$ cat config.mk
export PLATFORM = sky130hd
export DESIGN_NAME = spmv_m10k_read_arbiter
export DESIGN_NICKNAME = d
export VERILOG_FILES = /design/src/rtl/spmv_m10k_read_arbiter.sv
export SDC_FILE = /design/constraint.sdc
export NUM_CORES = 1
export LEC_CHECK = 0
export CORE_UTILIZATION = 30
export DETAILED_ROUTE_END_ITERATION = 6
export GPL_TIMING_DRIVEN = 0
export PLACE_DENSITY = 0.76
export SYNTH_ARGS = -nofsm -noshare
export SYNTH_HDL_FRONTEND = slang
export SYNTH_SLANG_ARGS = --single-unit
$ cat constraint.sdc
create_clock -name i_clk -period 2.3 [get_ports i_clk]
set_input_delay 0.575 -clock i_clk [delete_from_list [all_inputs] [get_ports i_clk]]
set_output_delay 0.575 -clock i_clk [all_outputs]
set_load 0.02 [all_outputs]
$ cat src/rtl/spmv_m10k_read_arbiter.sv
// ============================================================================
// Module   : spmv_m10k_read_arbiter
// Purpose  : Shares the two single-port M10K read buses (A: loaders 0/1,
//            B: loaders 2/3) among the CSR buffer loaders, tags each issued
//            read, routes returned data back to its loader and sequences the
//            READ phase (IDLE -> RUN -> DRAIN -> DONE).
// Options  : SPMV_ARB_PERF_EN adds per-port contention counters
//            (o_conflict_A / o_conflict_B).
// Revision : 1.0 - initial release
// ============================================================================
`default_nettype none

module spmv_m10k_read_arbiter #(
    parameter int ADDR_W = 10,
    parameter int DATA_W = 16,
    parameter int RD_LAT = 2
) (
    input  logic                  i_clk,
    input  logic                  i_rstn,
    input  logic                  i_start,
    input  logic [3:0]            i_req,
    input  logic [4*ADDR_W-1:0]   i_addr,
    input  logic [3:0]            i_done,
    output logic [3:0]            o_gnt,
    output logic [ADDR_W-1:0]     o_addr_A,
    output logic [ADDR_W-1:0]     o_addr_B,
    input  logic [DATA_W-1:0]     i_read_data_A,
    input  logic [DATA_W-1:0]     i_read_data_B,
    output logic [DATA_W-1:0]     o_rdata_A,
    output logic [DATA_W-1:0]     o_rdata_B,
    output logic [3:0]            o_rvalid,
    output logic                  o_busy,
`ifdef SPMV_ARB_PERF_EN
    output logic [15:0]           o_conflict_A,
    output logic [15:0]           o_conflict_B,
`endif
    output logic                  o_read_done
);

    localparam logic [1:0] c_IDLE  = 2'd0;
    localparam logic [1:0] c_RUN   = 2'd1;
    localparam logic [1:0] c_DRAIN = 2'd2;
    localparam logic [1:0] c_DONE  = 2'd3;

    logic [1:0]        r_state;
    logic [3:0]        r_done;
    logic              r_last_A;   // 1: odd requester (1) was granted last on port A
    logic              r_last_B;   // 1: odd requester (3) was granted last on port B
    logic [RD_LAT:0]   r_vld_A;
    logic [RD_LAT:0]   r_sel_A;    // 1: read belongs to the odd requester
    logic [RD_LAT:0]   r_vld_B;
    logic [RD_LAT:0]   r_sel_B;

    logic              w_start_acc;
    logic              w_run;
    logic [3:0]        w_act;
    logic [3:0]        w_gnt;
    logic              w_gnt_A;
    logic              w_gnt_B;
    logic              w_pipe_empty;

    assign w_start_acc  = (r_state == c_IDLE) && i_start;
    assign w_run        = (r_state == c_RUN);
    // Loaders already marked done no longer compete; grants only happen in RUN
    assign w_act        = i_req & ~r_done & {4{w_run}};

    // Round-robin between the two requesters of each port; a lone requester always wins
    assign w_gnt[0] = w_act[0] & (~w_act[1] |  r_last_A);
    assign w_gnt[1] = w_act[1] & (~w_act[0] | ~r_last_A);
    assign w_gnt[2] = w_act[2] & (~w_act[3] |  r_last_B);
    assign w_gnt[3] = w_act[3] & (~w_act[2] | ~r_last_B);

    assign w_gnt_A      = w_gnt[0] | w_gnt[1];
    assign w_gnt_B      = w_gnt[2] | w_gnt[3];
    assign w_pipe_empty = ~(|r_vld_A) & ~(|r_vld_B);

    assign o_gnt        = w_gnt;
    assign o_rdata_A    = i_read_data_A;
    assign o_rdata_B    = i_read_data_B;
    assign o_busy       = (r_state == c_RUN) || (r_state == c_DRAIN);
    assign o_read_done  = (r_state == c_DONE);

    // The last tag stage lines up with the cycle the M10K word is on the bus
    assign o_rvalid[0]  = r_vld_A[RD_LAT] & ~r_sel_A[RD_LAT];
    assign o_rvalid[1]  = r_vld_A[RD_LAT] &  r_sel_A[RD_LAT];
    assign o_rvalid[2]  = r_vld_B[RD_LAT] & ~r_sel_B[RD_LAT];
    assign o_rvalid[3]  = r_vld_B[RD_LAT] &  r_sel_B[RD_LAT];

    // Phase sequencer; i_done is folded in so RUN can end the cycle the last strobe arrives
    always_ff @(posedge i_clk or negedge i_rstn) begin
        if (!i_rstn) begin
            r_state <= c_IDLE;
        end else begin
            case (r_state)
                c_IDLE:  if (i_start) r_state <= c_RUN;
                c_RUN:   if (&(r_done | i_done)) r_state <= c_DRAIN;
                c_DRAIN: if (w_pipe_empty) r_state <= c_DONE;
                default: r_state <= c_IDLE;
            endcase
        end
    end

    // Sticky per-loader done bits, cleared when a new phase starts
    always_ff @(posedge i_clk or negedge i_rstn) begin
        if (!i_rstn) begin
            r_done <= 4'b0000;
        end else if (w_start_acc) begin
            r_done <= 4'b0000;
        end else if (w_run) begin
            r_done <= r_done | i_done;
        end
    end

    // Last-grant memory, M10K address registers and tag pipelines
    always_ff @(posedge i_clk or negedge i_rstn) begin
        if (!i_rstn) begin
            r_last_A <= 1'b1;
            r_last_B <= 1'b1;
            o_addr_A <= '0;
            o_addr_B <= '0;
            r_vld_A  <= '0;
            r_sel_A  <= '0;
            r_vld_B  <= '0;
            r_sel_B  <= '0;
        end else begin
            if (w_gnt_A) begin
                r_last_A <= w_gnt[1];
                o_addr_A <= w_gnt[1] ? i_addr[1*ADDR_W +: ADDR_W] : i_addr[0*ADDR_W +: ADDR_W];
            end
            if (w_gnt_B) begin
                r_last_B <= w_gnt[3];
                o_addr_B <= w_gnt[3] ? i_addr[3*ADDR_W +: ADDR_W] : i_addr[2*ADDR_W +: ADDR_W];
            end
            r_vld_A <= {r_vld_A[RD_LAT-1:0], w_gnt_A};
            r_sel_A <= {r_sel_A[RD_LAT-1:0], w_gnt[1]};
            r_vld_B <= {r_vld_B[RD_LAT-1:0], w_gnt_B};
            r_sel_B <= {r_sel_B[RD_LAT-1:0], w_gnt[3]};
        end
    end

`ifdef SPMV_ARB_PERF_EN
    logic [15:0] r_conf_A;
    logic [15:0] r_conf_B;

    assign o_conflict_A = r_conf_A;
    assign o_conflict_B = r_conf_B;

    // Saturating count of RUN cycles where both live requesters of a port collide
    always_ff @(posedge i_clk or negedge i_rstn) begin
        if (!i_rstn) begin
            r_conf_A <= 16'h0000;
            r_conf_B <= 16'h0000;
        end else if (w_start_acc) begin
            r_conf_A <= 16'h0000;
            r_conf_B <= 16'h0000;
        end else begin
            if (w_act[0] && w_act[1] && (r_conf_A != 16'hFFFF)) r_conf_A <= r_conf_A + 16'd1;
            if (w_act[2] && w_act[3] && (r_conf_B != 16'hFFFF)) r_conf_B <= r_conf_B + 16'd1;
        end
    end
`endif

endmodule

`default_nettype wire

==> impl_metrics.yaml <==
global_routing:
  antenna_found_initial: 0
  grt_start_max_net_pins: 31
  first_global_vias: 1723
  grt_overflow: 0
  wire_length_of_the_first_global_routing_pass_um: 7817
  global_route.usage.total_pct: 15.51
floorplanning:
  floorplan.die_area_um2: 6704
  fp.coreArea_um2: 6026
  die-height_um: 81.88
  boundaryPins: 145
  initial_utilization_pct: 31.77
  rows: 28
  die_x_um: 81.88
layout:
  antenna-diode-count: 0
  final_net_count: 406
  layout-drive-gt1-share_pct: 24.53
  area.growth.synth_to_final_pct: 76.54
  final.fill_count: 537
  stdcell_count: 393
timing:
  finalWorstPathRequiredPeriod_ns: 2.225
  slew_viol_final: 0
  max_slew.worst_pin.slew_ns: 0.3026
  min_period_over_period_pct: 96.74
  clock-skew-final_ns: 0.005340
  finalHoldViolCount: 0
  relative_max_transition_margin_pct: 79.81
  max_clock_freq_mhz: 449.4
  timing.final.setup_violations: 0
  grt_setup_unrepaired: "false"
yosys:
  post_synthesis_area_per_instance_um2: 10.35
  postSynthNetCount: 274
  ys_ff_latch: 40
  synth.cell_area_um2: 1914
  synthCells: 185
  synthDistinctLibCells: 20
  synth-seq-area-share_pct: 52.42
  synth_warnings: 0
pwr:
  total_power_draw_w: 0.003557
  switching_share_pct: 37.59
  clockPowerShare_pct: 13.4
  leakagePower_nw: 1.581
  power.net_switching_w: 0.001337
  power_frac_comb_pct: 51.9
  cellInternalPower_w: 0.002220
  reg_power_share_pct: 34.7
  vdd_ir_drop_max_mv: 0.6050
  power_per_cell_area_nw_per_um2: 1052
place:
  dpl.cell_count: 373
  detailed_place_hpwl_um: 3787
  port_buffer_cells: 112
  gp_congestion: 0.6987
clock_network:
  clk_pin_slew_worst_paths_ns: 0.08
  max-clock-path-buffers: 2
  cts_tree: "done"
  clk_root_buffer_cell: "clkbuf_8"
  cts_buffers: 5
  ctsHoldBuffers: 0
  ctsHtreeMaxLevel: 2
  numClockSinks: 40
  clock_insertion_delay_worst_skew_ns: 0.29
drt:
  routed_via_density: 4.560
  dr_total_vias: 1792
  drtIter0Drc: 57
  postRouteWirelength_um: 5023
  routedWlPerCell_um: 12.78
  ant_nets: 0
  remaining_design_rule_violation_count: 0
  drt_pre_antenna_iters: 4
setup_path:
  path_cells: "clkdlybuf4s50_1, and3b_2, a21oi_2, buf_4, buf_6"
  critical_path.reg2reg.endpoint: "r_state[1]"
  arrival_time_worst_endpoint_ns: 1.65
  critPathTopFamily: "buffers and inverters"
  r2r_slack_ns: 0.47
  r2r_start: "r_state[0]"
  r2r.worst_path.cells: 6
  critical_path_required_ns: 1.73
  critical-path-slowest-cell: "clkdlybuf4s50_1"
  worst-setup-path-type: "input pin to primary output"
  worst_path_largest_cell_delay_ns: 0.42
  crit_fanout: 3
  start_kind: "input pin"
  worst-path-buf-inv: 3
  worstSetupEndpointType: "primary output"
flow_run:
  drv.max_cap_violation_count: 0
outcome:
  status: "finished clean"
hold_path:
  hold_class: "input pin to async pin"
-- worst reg2reg max path, cell delays in order (launching register included) --
cell	delay [ns]
dfrtp_1	0.46
buf_4	0.18
inv_1	0.09
ha_1	0.27
inv_1	0.06
o2111ai_1	0.28
mux2_2	0.37
-- routing by layer --
| layer | share of wire [%] | global-route usage, % | vias up |
|---|---|---|---|
| li1 | - | - | 859 |
| met1 | 39 | 17.93 | 824 |
| met2 | 49 | 26.69 | 102 |
| met3 | 11 | 6.111 | 7 |
| met4 | 0.98 | 3.684 | 0 |
| met5 | 0 | 0 | - |
-- placed cells by master, fill, tap and decap left out, drive strengths merged --
cell type      netlist  final
inv                 25     25
dfrtp               38     38
and2                 2      2
buf                 39     57
nand3b               3      3
dlymetal6s2s         0      2
o41ai                1      1
o22ai               22     22
o21bai               1      1
mux2i                3      3
o21ai                5      5
nand2                2      2
clkbuf               0      8
mux2                 1      1
ha                   6      6
a21oi               30     30
dlygate4sd2          0      2
dfstp                2      2
o2111ai              1      1
clkdlybuf4s50        0    103
nor2b                2      2
and3b                2      2
-- final cells by class --
type	count	area (um2)	share of cell area [%]
well taps	75	93.84	2.777
flip-flops and latches	40	1003	29.69
multi-input cells	81	576.8	17.07
clock buffers	8	90.09	2.666
repair buffers	127	1245	36.84
inverters	25	93.84	2.777
plain buffers	37	276.5	8.182
-- sequential cells by signal, summed over array words and instances, names as in the netlist --
signal    flops
r_sel_B       3
r_vld_B       3
r_sel_A       3
r_done        4
r_last_A      1
r_state       2
o_addr_A     10
r_vld_A       3
r_last_B      1
o_addr_B     10
-- power by group through the flow --
stage	registers, W	clock network, W	logic [W]
after floorplan	0.00141	0	0.000758
final	0.00124	0.000477	0.00184
after detailed placement	0.00124	0	0.00172
after global placement	0.00122	0	0.00168
after CTS	0.00123	0.000493	0.00179
after global routing	0.00128	0.000535	0.00199
-- metrics by stage --
step / hold WS, ns / instance area (um2) / utilization [%] / setup TNS, ns / setup WS (ns)
detailed placement: 0.3363 / 3144 / 52.18 / -2.111 / -0.6210
global route: 0.1584 / 3379 / 56.08 / 0 / 0.001977
floorplan: 0.2794 / 1914 / - / 0 / 0.3461
global placement: 0.3328 / 3129 / 51.93 / -16.31 / -0.5952
finish: 0.1576 / 3379 / 56.08 / 0 / 0.07506
CTS: 0.1554 / 3297 / 54.71 / 0 / 0.007065
-- worst max-delay path by stage --
stage               startpoint       end  depth (start not counted)
floorplan           r_state[1]  o_gnt[1]                          6
global placement      i_req[1]  o_gnt[1]                          5
detailed placement    i_req[1]  o_gnt[1]                          5
CTS                 r_state[1]  o_gnt[3]                          7
global route          i_req[2]  o_gnt[3]                          5
finish                i_req[2]  o_gnt[3]                          5
-- synthesized netlist by cell type (all sizes together) --
library cell	instances	area, um2
o22ai	22	137.6
and3b	2	17.52
nand2	2	7.510
o21bai	1	7.510
ha	6	75.07
buf	39	282.8
nor2b	2	12.51
a21oi	30	150.1
dfstp	2	52.55
dfrtp	38	950.9
o41ai	1	16.27
o21ai	5	25.02
mux2	1	11.26
inv	25	93.84
o2111ai	1	8.760
mux2i	3	30.03
nand3b	3	22.52
and2	2	12.51
-- timing repair --
item,4_1_cts,5_1_grt
setup endpoints to repair,5,4
resized for setup,30,13
pin swaps,3,7
buffers inserted,7,7
hold endpoints to repair,0,0
-- cell families (layout without fill, tap and decap cells) --
family                   count (synthesis)  count (layout)  share of synthesized area, %
buffers and inverters                   64             197                         19.67
AND/OR/NAND/NOR                         11              11                         3.791
AO/OA/AOI/OAI                           60              60                         18.04
multiplexers                             4               4                         2.157
flip-flops                              40              40                         52.42
adder cells (fa/ha/maj)                  6               6                         3.921
Note: power is estimated with default switching activity, not from simulation.
